$ cat src/rtl/uart_rx_ctrl.sv
// uart_rx_ctrl: oversampling receive controller for the serial MIDI input.
// It finds start and stop bits on the RX line and sequences an external
// LSB-first serial-in/parallel-out shift register through SR_CE/SR_CLR/SR_D.
// Good frames latch the register contents into DATA and pulse VALID.
// Bad stop bits pulse FRAME_ERR.
module uart_rx_ctrl #(
    parameter int W        = 8,
    parameter int BAUD_DIV = 1600
) (
    input  logic         CLK,
    input  logic         RST,
    input  logic         RX,
    output logic         SR_CE,
    output logic         SR_CLR,
    output logic         SR_DIR,
    output logic         SR_D,
    input  logic [W-1:0] SR_Q,
    output logic [W-1:0] DATA,
    output logic         VALID,
    output logic         FRAME_ERR,
    output logic         BUSY
);

    localparam int H  = BAUD_DIV / 2;
    localparam int CW = $clog2(BAUD_DIV + 1);
    localparam int BW = $clog2(W + 1);

    localparam logic [CW-1:0] CNT_HALF = CW'(H - 1);
    localparam logic [CW-1:0] CNT_FULL = CW'(BAUD_DIV - 1);
    localparam logic [BW-1:0] BIT_LAST = BW'(W - 1);

    typedef enum logic [2:0] {
        S_IDLE,
        S_START,
        S_DATA,
        S_STOP,
        S_WAIT_HI
    } state_t;

    state_t          state;
    state_t          stateNext;
    logic            rxMeta;
    logic            rxS;
    logic [CW-1:0]   cnt;
    logic [BW-1:0]   bitn;
    logic            cntClr;
    logic            bitnInc;
    logic            srCeNext;
    logic            srClrNext;
    logic            srDNext;
    logic            validNext;
    logic            frameErrNext;
    logic            dataLoad;

    // The register only ever shifts toward the LSB, so direction is fixed.
    assign SR_DIR = 1'b1;
    assign BUSY   = (state != S_IDLE);

    // Two-flop synchronizer; idles high so reset does not look like a start bit.
    always_ff @(posedge CLK or posedge RST) begin
        if (RST) begin
            rxMeta <= 1'b1;
            rxS    <= 1'b1;
        end else begin
            rxMeta <= RX;
            rxS    <= rxMeta;
        end
    end

    // State register.
    always_ff @(posedge CLK or posedge RST) begin
        if (RST) begin
            state <= S_IDLE;
        end else begin
            state <= stateNext;
        end
    end

    // Next-state logic; sampling points are half a bit into START and a full bit thereafter.
    always_comb begin
        stateNext    = state;
        cntClr       = 1'b0;
        bitnInc      = 1'b0;
        srCeNext     = 1'b0;
        srClrNext    = 1'b0;
        srDNext      = SR_D;
        validNext    = 1'b0;
        frameErrNext = 1'b0;
        dataLoad     = 1'b0;
        case (state)
            S_IDLE: begin
                if (!rxS) begin
                    stateNext = S_START;
                    srClrNext = 1'b1;
                end
            end
            S_START: begin
                if (cnt == CNT_HALF) begin
                    stateNext = rxS ? S_IDLE : S_DATA;
                end
            end
            S_DATA: begin
                if (cnt == CNT_FULL) begin
                    srCeNext = 1'b1;
                    srDNext  = rxS;
                    bitnInc  = 1'b1;
                    cntClr   = 1'b1;
                    if (bitn == BIT_LAST) begin
                        stateNext = S_STOP;
                    end
                end
            end
            S_STOP: begin
                if (cnt == CNT_FULL) begin
                    if (rxS) begin
                        dataLoad  = 1'b1;
                        validNext = 1'b1;
                        stateNext = S_IDLE;
                    end else begin
                        frameErrNext = 1'b1;
                        stateNext    = S_WAIT_HI;
                    end
                end
            end
            S_WAIT_HI: begin
                if (rxS) begin
                    stateNext = S_IDLE;
                end
            end
            default: begin
                stateNext = S_IDLE;
            end
        endcase
        if (stateNext != state) begin
            cntClr = 1'b1;
        end
    end

    // Bit-period counter restarts on every state change and after each data bit.
    always_ff @(posedge CLK or posedge RST) begin
        if (RST) begin
            cnt <= '0;
        end else if (cntClr) begin
            cnt <= '0;
        end else begin
            cnt <= cnt + CW'(1);
        end
    end

    // Data-bit index only advances while receiving data bits.
    always_ff @(posedge CLK or posedge RST) begin
        if (RST) begin
            bitn <= '0;
        end else if (state != S_DATA) begin
            bitn <= '0;
        end else if (bitnInc) begin
            bitn <= bitn + BW'(1);
        end
    end

    // Registered shift-register controls and status pulses.
    always_ff @(posedge CLK or posedge RST) begin
        if (RST) begin
            SR_CE     <= 1'b0;
            SR_CLR    <= 1'b0;
            SR_D      <= 1'b0;
            VALID     <= 1'b0;
            FRAME_ERR <= 1'b0;
        end else begin
            SR_CE     <= srCeNext;
            SR_CLR    <= srClrNext;
            SR_D      <= srDNext;
            VALID     <= validNext;
            FRAME_ERR <= frameErrNext;
        end
    end

    // Output byte is held until the next frame with a good stop bit.
    always_ff @(posedge CLK or posedge RST) begin
        if (RST) begin
            DATA <= '0;
        end else if (dataLoad) begin
            DATA <= SR_Q;
        end
    end

endmodule

$ cat config.mk
export PLATFORM = sky130hd
export DESIGN_NAME = uart_rx_ctrl
export DESIGN_NICKNAME = d
export VERILOG_FILES = /design/src/rtl/uart_rx_ctrl.sv
export SDC_FILE = /design/constraint.sdc
export NUM_CORES = 1
export LEC_CHECK = 0
export CAP_MARGIN = 5
export CORE_MARGIN = 2
export CORE_UTILIZATION = 52
export CTS_CLUSTER_DIAMETER = 40
export DETAILED_ROUTE_END_ITERATION = 8
export PLACE_DENSITY_LB_ADDON = 0.05
export SETUP_SLACK_MARGIN = 0.02
export SYNTH_ARGS = -nofsm -noshare
export SYNTH_HDL_FRONTEND = slang
export SYNTH_SLANG_ARGS = --single-unit
$ cat constraint.sdc
create_clock -name CLK -period 2.3 [get_ports CLK]
set_input_delay 0.46 -clock CLK [delete_from_list [all_inputs] [get_ports CLK]]
set_output_delay 0.46 -clock CLK [all_outputs]
set_load 0.02 [all_outputs]
==> impl_metrics.env, run 1 <==
export IMPL_status="complete, no violations"
export IMPL_crit_reg2reg_launch="cnt[0]$_DFF_PP0_"
export IMPL_totalWireLength_um=2715
export IMPL_fin_ws_ns=0.1168
export IMPL_final_cell_area_um2=1832
export IMPL_drt_initial_drc_count=18
export IMPL_drc=0
export IMPL_r2r_setup_slack_ns=0.21
export IMPL_antenna_left=0
export IMPL_met3WireLength_um=117
export IMPL_io_pins=26
export IMPL_yosys_warnings=0
export IMPL_syn_area_um2=1536
export IMPL_overflow=0
export IMPL_synth_area_mux_share_pct=6.596
export IMPL_preCtsSetupSlack_ns=0.2177
export IMPL_fill_cells=233
export IMPL_rsz0062_at_grt="false"
export IMPL_clk_path_buf_depth=2
export IMPL_clock_latency_ns=0.33
export IMPL_htree_levels=2
export IMPL_synth_top_family_by_area="simple AND/OR/NAND/NOR gates"
export IMPL_finalClockSkew_ns=0.01153
export IMPL_finish_utilization_pct=65.86
export IMPL_synth_xor_area_share_pct=5.700
export IMPL_synth_edff_count=0
export IMPL_dr_wl_met2_um=1447
export IMPL_first_pass_iters=4
export IMPL_grt_pass1_wl_um=4650
export IMPL_arrival_ns=1.72
export IMPL_rows=19
export IMPL_nNetsFinal=172
export IMPL_via_per_inst=5.618
export IMPL_hold_class="reg -> reg"
export IMPL_n_antenna_cell=0
export IMPL_cts_sinks=33
export IMPL_drive_above_1_share_pct=20.00
export IMPL_finalCriticalPeriod_ns=2.183
export IMPL_maxSlewViolCount=0
export IMPL_core_um2=2781
export IMPL_start_kind="flop"
export IMPL_synth_fa_ha_area_share_pct=1.629
export IMPL_antenna_found_initial=0
export IMPL_wl_met1_um=1091
export IMPL_initial_utilization_pct=55.24
export IMPL_clkSlewWorstSetupHoldPaths_ns=0.09
export IMPL_grt_max_degree=34
export IMPL_pwr_density_cell_nw_per_um2=523.7
export IMPL_final_common_cell="dfrtp_1"
export IMPL_cts_tree="done"
export IMPL_grt_total_usage_pct=18.58
export IMPL_yosysSeqAreaShare_pct=53.91
export IMPL_ys_ff_latch=33
export IMPL_dieArea_um2=3405
export IMPL_syn_to_final_growth_pct=19.22
export IMPL_top_layer="met4"
export IMPL_die_w_um=58.36
export IMPL_synthTopCellsByArea="dfrtp_1 (50%), mux2_2 (6.6%), dfstp_2 (3.4%)"
export IMPL_worstSetupPathType="reg -> out"
export IMPL_ys_types=37
export IMPL_max_freq_mhz=458.1
export IMPL_setup_tns_final_ns=0
export IMPL_syn_inst=132
export IMPL_dpl_hpwl_um=1976
export IMPL_holdBufCountCts=0
export IMPL_fin_crit_sh_pct=94.92
export IMPL_r2r_end="cnt[3]$_DFF_PP0_"
export IMPL_grt_pass1_vias=1103
export IMPL_layout_common_cells="dfrtp_1 (30), clkdlybuf4s50_1 (24), nor2_1 (12)"
export IMPL_vdd_ir_drop_max_v=0.0004951
export IMPL_async_reset_ff_share_pct=100.0
export IMPL_synth_simple_area_share_pct=21.09
export IMPL_path_max_fanout=9
export IMPL_io_buffers=24
export IMPL_p_leak_nw=0.7995
export IMPL_cp_required_ns=1.84
export IMPL_synth_flop_cell="dfrtp_1"
export IMPL_syn_area_per_cell_um2=11.64
export IMPL_wire_per_inst_um=14.21
export IMPL_cts_root_buf="clkbuf_4"
export IMPL_place_gp_congestion=0.7624
export IMPL_worstSetupEndpointType="output port"
export IMPL_reg2regPathDepth=8
export IMPL_synth_top_area_share_pct=50.49
export IMPL_cts_buffers_inserted=5
export IMPL_vias=1073
export IMPL_setup_violations=0
export IMPL_synth_fp_nets=145
export IMPL_hold_viol_final=0
export IMPL_dieHeight_um=58.36
export IMPL_synth_largest_area_cell="dfrtp_1"
export IMPL_endpoint="BUSY"
export IMPL_cts_setup_buffers=0
export IMPL_maxCapViolCount=0
export IMPL_critPathLaunch="state[1]$_DFF_PP0_"
export IMPL_place_area_um2=1779
export IMPL_synth_compound_area_share_pct=5.782
[worst max-delay path: stages, from the launching register on]
cell and delay [ns]:
dfrtp_2 0.48, or3_1 0.37, clkdlybuf4s50_1 0.54
[kinds of logic after synthesis]
group,Yosys count
buf+inv,11
xor+xnor,10
fa+ha+maj,2
flops,33
other cells,1
mux,9
simple gates,52
compound gates,14
[registers in the layout, summed over array words and instances (netlist names)]
name,cells
bitn,4
rxS,1
cnt,11
state,3
SR_CLR,1
SR_CE,1
FRAME_ERR,1
rxMeta,1
DATA,8
SR_D,1
VALID,1
[where the power goes]
group	internal (mW)	switching [mW]	leakage [nW]
Combinational	0.0331	0.0286	0.348
Sequential	0.590	0.00593	0.419
Clock	0.116	0.185	0.0320
Total	0.739	0.220	0.799
[metrics by stage]
stage,total power [mW],hold slack (ns),std cells
after CTS,0.9747,0.3678,191
after global placement,0.6696,0.3503,183
final,0.9592,0.3636,191
after detailed placement,0.6708,0.3493,183
after global routing,1.004,0.3709,191
after floorplan,0.6344,0.3452,132
[worst min-delay path by stage]
stage          slack, ns  cells after the start             to              from
2_1_floorplan       0.35                      0  rxS$_DFF_PP1_  rxMeta$_DFF_PP1_
3_3_place_gp        0.35                      0  rxS$_DFF_PP1_  rxMeta$_DFF_PP1_
3_5_place_dp        0.35                      0  rxS$_DFF_PP1_  rxMeta$_DFF_PP1_
4_1_cts             0.37                      0  rxS$_DFF_PP1_  rxMeta$_DFF_PP1_
5_1_grt             0.37                      0  rxS$_DFF_PP1_  rxMeta$_DFF_PP1_
6_report            0.36                      0  rxS$_DFF_PP1_  rxMeta$_DFF_PP1_
[repair_timing]
action / 4_1_cts / 5_1_grt
setup endpoints to repair: 0 / 1
gates resized for setup: 0 / 1
hold endpoints to repair: 0 / 0
[Yosys cell counts, types with 2 or more instances]
| cell | n |
|---|---|
| nand3_1 | 2 |
| a21oi_1 | 6 |
| nand2b_1 | 2 |
| inv_1 | 3 |
| dfrtp_1 | 31 |
| buf_6 | 3 |
| buf_4 | 2 |
| dfstp_2 | 2 |
| nand4_1 | 4 |
| o21ai_0 | 2 |
| clkbuf_2 | 2 |
| ha_1 | 2 |
| nand2_1 | 8 |
| nand3b_1 | 2 |
| xnor2_1 | 4 |
| nor2_1 | 12 |
| nor3_1 | 9 |
| xor2_1 | 6 |
| mux2_2 | 9 |
| a31oi_1 | 2 |
| and4_2 | 2 |
| and4_1 | 2 |
[layout make-up]
cell class	count	area, µm²	share of cell area, %
repair buffers	28	270.3	14.75
flip-flops and latches	33	829.5	45.29
clock buffers	6	41.29	2.254
well taps	31	38.79	2.117
multi-input cells	88	630.6	34.43
clock inverters	2	10.01	0.5464
inverters	3	11.26	0.6148
[metal layers]
metal | track usage [%] | up-vias
met3 | 5.934 | 7
met5 | 0 | -
met2 | 32.10 | 24
li1 | - | 515
met4 | 9.967 | 0
met1 | 20.17 | 527
No activity file was read; power rests on OpenSTA's default activity.
==> run 2, diff against run 1 <==
--- a/config.mk
+++ b/config.mk
@@ -10,8 +10,10 @@
 export CORE_UTILIZATION = 52
 export CTS_CLUSTER_DIAMETER = 40
 export DETAILED_ROUTE_END_ITERATION = 8
+export HOLD_SLACK_MARGIN = 0.02
 export PLACE_DENSITY_LB_ADDON = 0.05
 export SETUP_SLACK_MARGIN = 0.02
 export SYNTH_ARGS = -nofsm -noshare
 export SYNTH_HDL_FRONTEND = slang
 export SYNTH_SLANG_ARGS = --single-unit
+export TNS_END_PERCENT = 50
==> results of run 2 <==
The final DEF is identical to that of run 1; final timing and power are the same.
==> run 3, diff against run 2 <==
--- a/config.mk
+++ b/config.mk
@@ -7,7 +7,8 @@
 export LEC_CHECK = 0
 export CAP_MARGIN = 5
 export CORE_MARGIN = 2
-export CORE_UTILIZATION = 52
+export CORE_UTILIZATION = 55
+export CTS_BUF_LIST = sky130_fd_sc_hd__clkbuf_2
 export CTS_CLUSTER_DIAMETER = 40
 export DETAILED_ROUTE_END_ITERATION = 8
 export HOLD_SLACK_MARGIN = 0.02
==> constraint.sdc (replaced) <==
create_clock -name CLK -period 2.6 [get_ports CLK]
set_input_delay 0.52 -clock CLK [delete_from_list [all_inputs] [get_ports CLK]]
set_output_delay 0.52 -clock CLK [all_outputs]
set_load 0.02 [all_outputs]
==> run 3 against run 2 <==
Clock power down 23%. Via count down 0.93%. Non-clock buffer count is 2 lower. Largest cell class unchanged. Critical path depth did not move. Highest routed layer unchanged.
==> impl_metrics.env, run 3 (same netlist as run 1, synthesis figures left out) <==
export IMPL_tightestPinTransition_ns=0.6168
export IMPL_grt_pass1_wl_um=4519
export IMPL_cp_required_ns=2.08
export IMPL_cts_buffers_inserted=5
export IMPL_clk_path_buf_depth=2
export IMPL_fin_crit_sh_pct=89.74
export IMPL_htree_levels=2
export IMPL_cts_sinks=33
export IMPL_worstSetupEndpointType="output port"
export IMPL_maxCapViolCount=0
export IMPL_status="complete, no violations"
export IMPL_grt_total_usage_pct=18.77
export IMPL_switching_share_pct=23.26
export IMPL_hold_path_cell_count=0
export IMPL_register_area_um2=828.3
export IMPL_antenna_found_initial=0
export IMPL_cts_tree="done"
export IMPL_largest_reg_flops=11
export IMPL_drive_above_1_share_pct=18.35
export IMPL_rsz0062_at_grt="false"
export IMPL_p_int_mw=0.6238
export IMPL_grt_max_degree=34
export IMPL_setup_tns_final_ns=0
export IMPL_multiInputGateArea_um2=630.6
export IMPL_p_leak_nw=0.7889
export IMPL_overflow=0
export IMPL_drc=0
export IMPL_pwr_share_clk_pct=28.4
export IMPL_place_gp_congestion=0.7820
export IMPL_vias=1063
export IMPL_wire_per_inst_um=13.92
export IMPL_fill_cells=220
export IMPL_syn_to_final_growth_pct=17.35
export IMPL_cts_setup_buffers=0
export IMPL_finalPower_mw=0.8129
export IMPL_maxSlewViolCount=0
export IMPL_io_buffers=24
export IMPL_finalClockSkew_ns=0.01272
export IMPL_start_kind="flop"
export IMPL_layout_common_cells="dfrtp_1 (31), clkdlybuf4s50_1 (24), nor2_1 (12)"
export IMPL_arrival_ns=1.81
export IMPL_vdd_ir_drop_max_v=0.0004507
export IMPL_slew_headroom_pct=58.88
export IMPL_finalCriticalPeriod_ns=2.333
export IMPL_final_common_cell="dfrtp_1"
export IMPL_hold_viol_final=0
export IMPL_via_per_inst=5.624
export IMPL_p_switching_mw=0.1891
export IMPL_reg2regPathDepth=6
export IMPL_initial_utilization_pct=56.69
export IMPL_drt_initial_drc_count=25
export IMPL_dieHeight_um=56.86
export IMPL_n_antenna_cell=0
export IMPL_dieArea_um2=3232
export IMPL_core_um2=2710
export IMPL_max_freq_mhz=428.6
export IMPL_die_w_um=56.86
export IMPL_rows=19
export IMPL_dpl_hpwl_um=1825
export IMPL_antenna_left=0
export IMPL_cts_resized=0
export IMPL_setup_violations=0
export IMPL_io_pins=26
export IMPL_totalWireLength_um=2631
export IMPL_path_max_fanout=9
export IMPL_first_pass_iters=4
export IMPL_seq_power_share_pct=64.9
export IMPL_holdBufCountCts=0
export IMPL_grt_pass1_vias=1054
export IMPL_hold_slack_ns=0.3710
export IMPL_regMostFlops="cnt"
export IMPL_nNetsFinal=170
export IMPL_clkSlewWorstSetupHoldPaths_ns=0.13
export IMPL_reg_top3="cnt (11), DATA (8), bitn (4)"
export IMPL_cts_root_buf="clkbuf_2"
export IMPL_pwr_share_comb_pct=6.7
export IMPL_clock_latency_ns=0.37
export IMPL_hold_class="reg -> reg"
export IMPL_worstSetupPathType="reg -> out"
export IMPL_pwr_density_cell_nw_per_um2=450.8
## run 3: layer usage
metal | global-route usage (%) | vias to the layer above | wire length (µm)
li1 | - | 509 | -
met5 | 0 | - | 0
met1 | 20.18 | 528 | 1101
met4 | 9.967 | 0 | 42
met2 | 32.39 | 21 | 1385
met3 | 6.221 | 5 | 101
## run 3: power groups by stage
stage               Sequential, mW  Combinational [mW]  Clock [mW]
detailed placement           0.537              0.0561           0
floorplan                    0.543              0.0180           0
CTS                          0.528              0.0564       0.242
global placement             0.537              0.0550           0
finish                       0.528              0.0548       0.231
global route                 0.529              0.0598       0.258
## run 3: final timing paths
| path | startpoint | to | slack [ns] |
|---|---|---|---|
| min reg2reg | rxMeta$_DFF_PP1_ | rxS$_DFF_PP1_ | 0.37 |
| max | state[1]$_DFF_PP0_ | BUSY | 0.27 |
| min in group asynchronous | RST | cnt[4]$_DFF_PP0_ | 0.50 |
| max reg2reg | cnt[0]$_DFF_PP0_ | cnt[3]$_DFF_PP0_ | 0.31 |
| min | rxMeta$_DFF_PP1_ | rxS$_DFF_PP1_ | 0.37 |
| max in group asynchronous | RST | rxMeta$_DFF_PP1_ | 1.76 |
## run 3: worst max-delay path, stage by stage, from the launching register on
cell and delay, ns:
dfrtp_1 0.50, or3_1 0.40, clkdlybuf4s50_1 0.55
## run 3: through the flow
step	instance area [µm²]	setup WS (ns)	std cells	util [%]
3_3_place_gp	1764	0.4108	181	65.10
6_report	1803	0.2669	189	66.53
2_1_floorplan	1536	0.6568	132	-
5_1_grt	1803	0.1711	189	66.53
4_1_cts	1803	0.2467	189	66.53
3_5_place_dp	1764	0.3520	181	65.10
## run 3: area by class of cell
class                      count  share of cell area, %
sequential                    33                  45.94
multi-input combinational     88                  34.98
timing repair buffer          26                  14.16
tap                           31                  2.151
clock buffer                   7                  1.943
inverter                       3                 0.6246
clock inverter                 1                 0.2082
